--- src/rtl/ram_stream_reader_pkg.sv ---
// Shared constants and state encoding for the RAM stream reader.
package ram_stream_reader_pkg;

    localparam int FIFO_DEPTH = 4;

    typedef enum logic [1:0] {
        ST_IDLE  = 2'd0,
        ST_ISSUE = 2'd1,
        ST_DRAIN = 2'd2
    } state_t;

endpackage

--- src/rtl/ram_stream_reader_fifo.sv ---
// Small synchronous FIFO holding read words plus their end-of-burst flag.
module stream_fifo #(
    parameter int WIDTH = 9,
    parameter int DEPTH = 4
) (
    input  logic                       clk,
    input  logic                       rst_n,
    input  logic                       push,
    input  logic [WIDTH-1:0]           push_data,
    input  logic                       pop,
    output logic [WIDTH-1:0]           pop_data,
    output logic                       full,
    output logic                       empty,
    output logic [$clog2(DEPTH+1)-1:0] count
);
    localparam int PW = $clog2(DEPTH);
    localparam int CW = $clog2(DEPTH + 1);

    logic [WIDTH-1:0] mem [DEPTH];
    logic [PW-1:0]    wr_ptr;
    logic [PW-1:0]    rd_ptr;
    logic             do_push;
    logic             do_pop;

    assign full     = (count == CW'(DEPTH));
    assign empty    = (count == '0);
    assign do_push  = push & ~full;
    assign do_pop   = pop & ~empty;
    assign pop_data = mem[rd_ptr];

    always_ff @(posedge clk) begin
        if (do_push) mem[wr_ptr] <= push_data;
    end

    always_ff @(posedge clk or negedge rst_n) begin
        if (!rst_n) begin
            wr_ptr <= '0;
            rd_ptr <= '0;
            count  <= '0;
        end else begin
            if (do_push) wr_ptr <= wr_ptr + 1'b1;
            if (do_pop)  rd_ptr <= rd_ptr + 1'b1;
            case ({do_push, do_pop})
                2'b10:   count <= count + 1'b1;
                2'b01:   count <= count - 1'b1;
                default: count <= count;
            endcase
        end
    end

endmodule

--- src/rtl/ram_stream_reader.sv ---
// Burst read sequencer: issues RAM addresses under a FIFO credit limit and
// streams the returned words out with valid/ready and an end-of-burst flag.
//
// state    | meaning
// ST_IDLE  | waiting for a command, cmd_ready high
// ST_ISSUE | issuing one RAM read per cycle while credit allows
// ST_DRAIN | all reads issued, waiting for the last word to be taken
module ram_stream_reader
    import ram_stream_reader_pkg::*;
#(
    parameter int DATA_WIDTH    = 8,
    parameter int ADDRESS_WIDTH = 8
) (
    input  logic                     clk,
    input  logic                     rst_n,
    input  logic                     cmd_valid,
    output logic                     cmd_ready,
    input  logic [ADDRESS_WIDTH-1:0] cmd_address,
    input  logic [ADDRESS_WIDTH:0]   cmd_length,
    output logic [ADDRESS_WIDTH-1:0] ram_address,
    input  logic [DATA_WIDTH-1:0]    ram_data_out,
    output logic [DATA_WIDTH-1:0]    out_data,
    output logic                     out_valid,
    input  logic                     out_ready,
    output logic                     out_last,
    output logic                     busy
);
    localparam int LW = ADDRESS_WIDTH + 1;
    localparam int CW = $clog2(FIFO_DEPTH + 1);

    state_t          state;
    logic [LW-1:0]   issue_left;
    logic [1:0]      pipe_valid;
    logic [1:0]      pipe_last;
    logic            accept;
    logic            credit_ok;
    logic            fifo_pop;
    logic            fifo_full;
    logic            fifo_empty;
    logic [CW-1:0]   fifo_count;
    logic [DATA_WIDTH:0] fifo_head;
    logic [CW:0]     reserved;

    assign accept    = cmd_valid & cmd_ready;
    assign cmd_ready = (state == ST_IDLE);
    assign busy      = (state != ST_IDLE);

    // Words already in the FIFO plus reads still in the RAM pipe must fit in the FIFO.
    assign reserved  = {1'b0, fifo_count} + (CW+1)'(pipe_valid[0]) + (CW+1)'(pipe_valid[1]);
    assign credit_ok = ~fifo_full && (reserved < (CW+1)'(FIFO_DEPTH));

    assign out_valid = ~fifo_empty;
    assign out_data  = fifo_head[DATA_WIDTH-1:0];
    assign out_last  = fifo_head[DATA_WIDTH] & ~fifo_empty;
    assign fifo_pop  = out_valid & out_ready;

    always_ff @(posedge clk or negedge rst_n) begin
        if (!rst_n) begin
            state       <= ST_IDLE;
            issue_left  <= '0;
            ram_address <= '0;
            pipe_valid  <= '0;
            pipe_last   <= '0;
        end else begin
            pipe_valid <= {pipe_valid[0], 1'b0};
            pipe_last  <= {pipe_last[0], 1'b0};
            case (state)
                ST_IDLE: begin
                    if (accept && cmd_length != '0) begin
                        ram_address   <= cmd_address;
                        issue_left    <= cmd_length - LW'(1);
                        pipe_valid[0] <= 1'b1;
                        pipe_last[0]  <= (cmd_length == LW'(1));
                        state         <= (cmd_length == LW'(1)) ? ST_DRAIN : ST_ISSUE;
                    end
                end
                ST_ISSUE: begin
                    if (credit_ok) begin
                        ram_address   <= ram_address + 1'b1;
                        issue_left    <= issue_left - LW'(1);
                        pipe_valid[0] <= 1'b1;
                        pipe_last[0]  <= (issue_left == LW'(1));
                        if (issue_left == LW'(1)) state <= ST_DRAIN;
                    end
                end
                ST_DRAIN: begin
                    if (fifo_pop && out_last) state <= ST_IDLE;
                end
                default: state <= ST_IDLE;
            endcase
        end
    end

    stream_fifo #(
        .WIDTH (DATA_WIDTH + 1),
        .DEPTH (FIFO_DEPTH)
    ) u_fifo (
        .clk       (clk),
        .rst_n     (rst_n),
        .push      (pipe_valid[1]),
        .push_data ({pipe_last[1], ram_data_out}),
        .pop       (fifo_pop),
        .pop_data  (fifo_head),
        .full      (fifo_full),
        .empty     (fifo_empty),
        .count     (fifo_count)
    );

endmodule

--- config.mk ---
export PLATFORM = sky130hd
export DESIGN_NAME = ram_stream_reader
export DESIGN_NICKNAME = d
export VERILOG_FILES = /design/src/rtl/ram_stream_reader_pkg.sv /design/src/rtl/ram_stream_reader_fifo.sv /design/src/rtl/ram_stream_reader.sv
export SDC_FILE = /design/constraint.sdc
export NUM_CORES = 1
export LEC_CHECK = 0
export ABC_AREA = 1
export BUFFER_PORTS_ARGS = -buffer_cell sky130_fd_sc_hd__buf_2
export CORE_ASPECT_RATIO = 2
export CORE_MARGIN = 2
export CORE_UTILIZATION = 60
export DETAILED_ROUTE_END_ITERATION = 8
export PLACE_DENSITY_LB_ADDON = 0.15
export SYNTH_ARGS = -nofsm -noshare
export SYNTH_HDL_FRONTEND = slang
export SYNTH_SLANG_ARGS = --single-unit
--- constraint.sdc ---
create_clock -name clk -period 5.3 [get_ports clk]
set_input_delay 0.265 -clock clk [delete_from_list [all_inputs] [get_ports clk]]
set_output_delay 0.265 -clock clk [all_outputs]
set_load 0.1 [all_outputs]
==> results.md <==
* Outcome: complete, no violations
* CTS tree: done
* Area grow syn2layout at 14.3%
* DR iter-0 viols at 91
* Routed WL per cell at 14.7 um
* Yosys cell types at 31
* Synth async-reset ratio at 0.455
* H-tree depth at 3
* Final Max Slew Viols at 0
* I/O pins at 49
* Worst Tran Pin Value at 0.901 ns
* Post-DRT Antenna Nets at 0
* Setup_tns at 0 ns
* Initial Util at 0.626
* Port bufs at 48
* Top_reg_cell synth: edfxtp_1
* Mapped Nets at 429
* M1 GR Usage at 0.253
* Top cells by count, synth: nand2_1, nor2_1, edfxtp_1
* N_diodes at 0
* GPL Wtd Cong at 0.856
* Pre-CTS setup slack at 2.94 ns
* Pin count of the biggest net entering global routing at 31
* Cts bufs inserted at 9
* Total length of routed wires at 7370 um
* First-pass GRT wire length at 12100 um
* Number of synthesized flops with an enable pin at 36
* Share of layout cells above drive strength 1 at 0.194
* Filler cells at 442
* Mapped Cells at 388
* Core ar. at 5420 sq um
* Startpoint class of the critical path: flip-flop
* Tcrit/Tclk final at 0.454
* Area leader, netlist: edfxtp_1
* Drt drc at 0
* Pre-antenna DRT Iters at 4
* Die Y at 110 um
* Clk root buf: clkbuf_8
* Worst Setup Slack, final at 2.89 ns
* Critical Path End Type: output pin
* Top cell type's share of synthesized area at 0.318
* Clk sink count at 66
* HPWL after DPL at 5240 um
* Avg Inst Size Synth at 8.75 sq um
* Fin nets at 479
* CTS max path bufs at 2
* Site Rows at 38
* Synth warn at 0
* Met3 usage at 0.0455
* Initial antenna violation count at 0
* Critical path required time at 5.04 ns
* Clock Pin Slew Worst Setup and Hold Paths at 0.07 ns
* Total grt overflow at 0
* Hold WC Path Type: input port to flip-flop
* Max Cap Viol at 0
* Reg2reg end: issue_left[1]$_DFFE_PN0P_
* Worst EP arrival at 2.14 ns
* Crit Path Max Fanout at 21
* Reg-to-reg setup timing slack at 2.90 ns
* Max Freq at 416 MHz
* Top cells by area, synth: edfxtp_1, dfrtp_1, nand2_1
* Crit Path Class: flip-flop to output pin
* Reg2reg start: state[1]$_DFFE_PN0P_
* Die area at 6310 sq um
* Post-layout min period at 2.41 ns
* Post-CTS resize count at 0
* Reg2Reg Depth at 7
* GR Layer Usage met2 at 0.485
* RSZ-0062 raised after global routing: no
* Final hold violation count at 0
* Final setup skew at 0.00727 ns
* Top-count cell post-synth: nand2_1
* WHS Path Cells at 1
* Finish-stage setup viols at 0
* Hold_sp: ram_data_out[4]
* Cell area after synthesis at 3390 sq um
* Post-synthesis sequential area ratio at 0.540
* All-layer global routing usage at 0.253
* Hold endpoint: u_fifo.mem[3][4]$_DFFE_PP_
* Clk_lat worst skew at 0.34 ns
* Vias in the first global route at 2817
* Vias/cell at 5.47
* DR vias at 2753
* Yosys reg bits at 66
* GR peak layer: met2
* Setup Buffers After CTS at 0
* Rel. slew slack at 0.397
* Die width at 57.2 um
## through the flow
step           hold WS (ns)  instances   util  cell area [sq um]
2_1_floorplan       -0.0306        388      -               3390
3_3_place_gp          0.338        486  0.674               3650
3_5_place_dp          0.336        486  0.674               3650
4_1_cts               0.123        503  0.716               3880
5_1_grt               0.131        503  0.716               3880
6_report              0.134        503  0.716               3880
## sequential cells by signal (all words and copies together), names as in the netlist
signal and count:
issue_left 9, ram_address 8, u_fifo.count 3, u_fifo.wr_ptr 2, u_fifo.rd_ptr 2, u_fifo.mem 36
state 2, pipe_last 2, pipe_valid 2
## kinds of logic after synthesis
| family | Yosys count | share of synthesized area |
|---|---|---|
| xor gates and xnor gates | 5 | 0.0129 |
| and+or+nand+nor | 192 | 0.238 |
| AOI/OAI and AO/OA | 57 | 0.0944 |
| adders and majority gates | 12 | 0.0464 |
| DFF | 66 | 0.540 |
| buffers and inverters | 56 | 0.0686 |
## placed cells by master (no fill, tap or decap)
cell type      instances
clkinv_1               2
bufinv_16              2
dlygate4sd3_1          1
fa_1                   1
or2_2                  1
o211ai_2               1
nand3_2                2
and3_1                 1
o21ai_2                3
a21oi_1                3
ha_1                  11
xor2_1                 4
nor2_2                 3
xnor2_1                1
nand3b_1               1
buf_2                 48
dfrtp_1               30
nand2_2                2
edfxtp_1              36
o21ai_1               12
a21boi_1               1
inv_1                 34
clkinv_2               2
inv_2                 11
clkbuf_8              10
nand4_1                4
o21ai_0               27
o22ai_1                8
clkinvlp_4             1
o211ai_1               1
nand2_1               96
a31oi_1                1
nor2_1                47
nand3_1               35
## critical path, stage by stage (launching register included)
cell     delay [ns]
dfrtp_1        0.64
inv_2          0.37
nand2_1        0.10
nand3_1        0.11
and3_1         0.16
buf_2          0.42
## worst max-delay path by stage
stage                                 start                          to  slack, ns  cells past startpoint
2_1_floorplan  u_fifo.rd_ptr[0]$_DFFE_PN0P_                 out_data[0]       2.68                      4
3_3_place_gp           state[1]$_DFFE_PN0P_   issue_left[1]$_DFFE_PN0P_       3.01                      7
3_5_place_dp           state[1]$_DFFE_PN0P_   issue_left[1]$_DFFE_PN0P_       2.94                      7
4_1_cts        u_fifo.rd_ptr[0]$_DFFE_PN0P_                    out_last       2.87                      5
5_1_grt                state[1]$_DFFE_PN0P_  ram_address[6]$_DFFE_PN0P_       2.71                      7
6_report       u_fifo.rd_ptr[0]$_DFFE_PN0P_                    out_last       2.89                      5
## what timing repair did
item	in CTS	in global routing
hold buffers	1	0
setup endpoints to repair	0	0
hold endpoints to repair	30	0
## layer usage
layer  up-vias  share of wire
li1       1382              -
met1      1298           0.37
met2        59           0.57
met3        14          0.033
met4         0          0.026
met5         -              0
## final cells by class
cell class                 count  area (sq um)  area share
inverter                      46           174      0.0448
clock buffer                  10           138      0.0355
multi-input combinational    266          1330       0.343
tap                           60          75.1      0.0194
sequential                    66          1830       0.472
clock inverter                 6          80.1      0.0206
timing repair buffer          49           250      0.0645
Power is left out: the tool's default activity adds up to more than one toggle a clock period on the data nets, which glitch-free logic cannot reach.
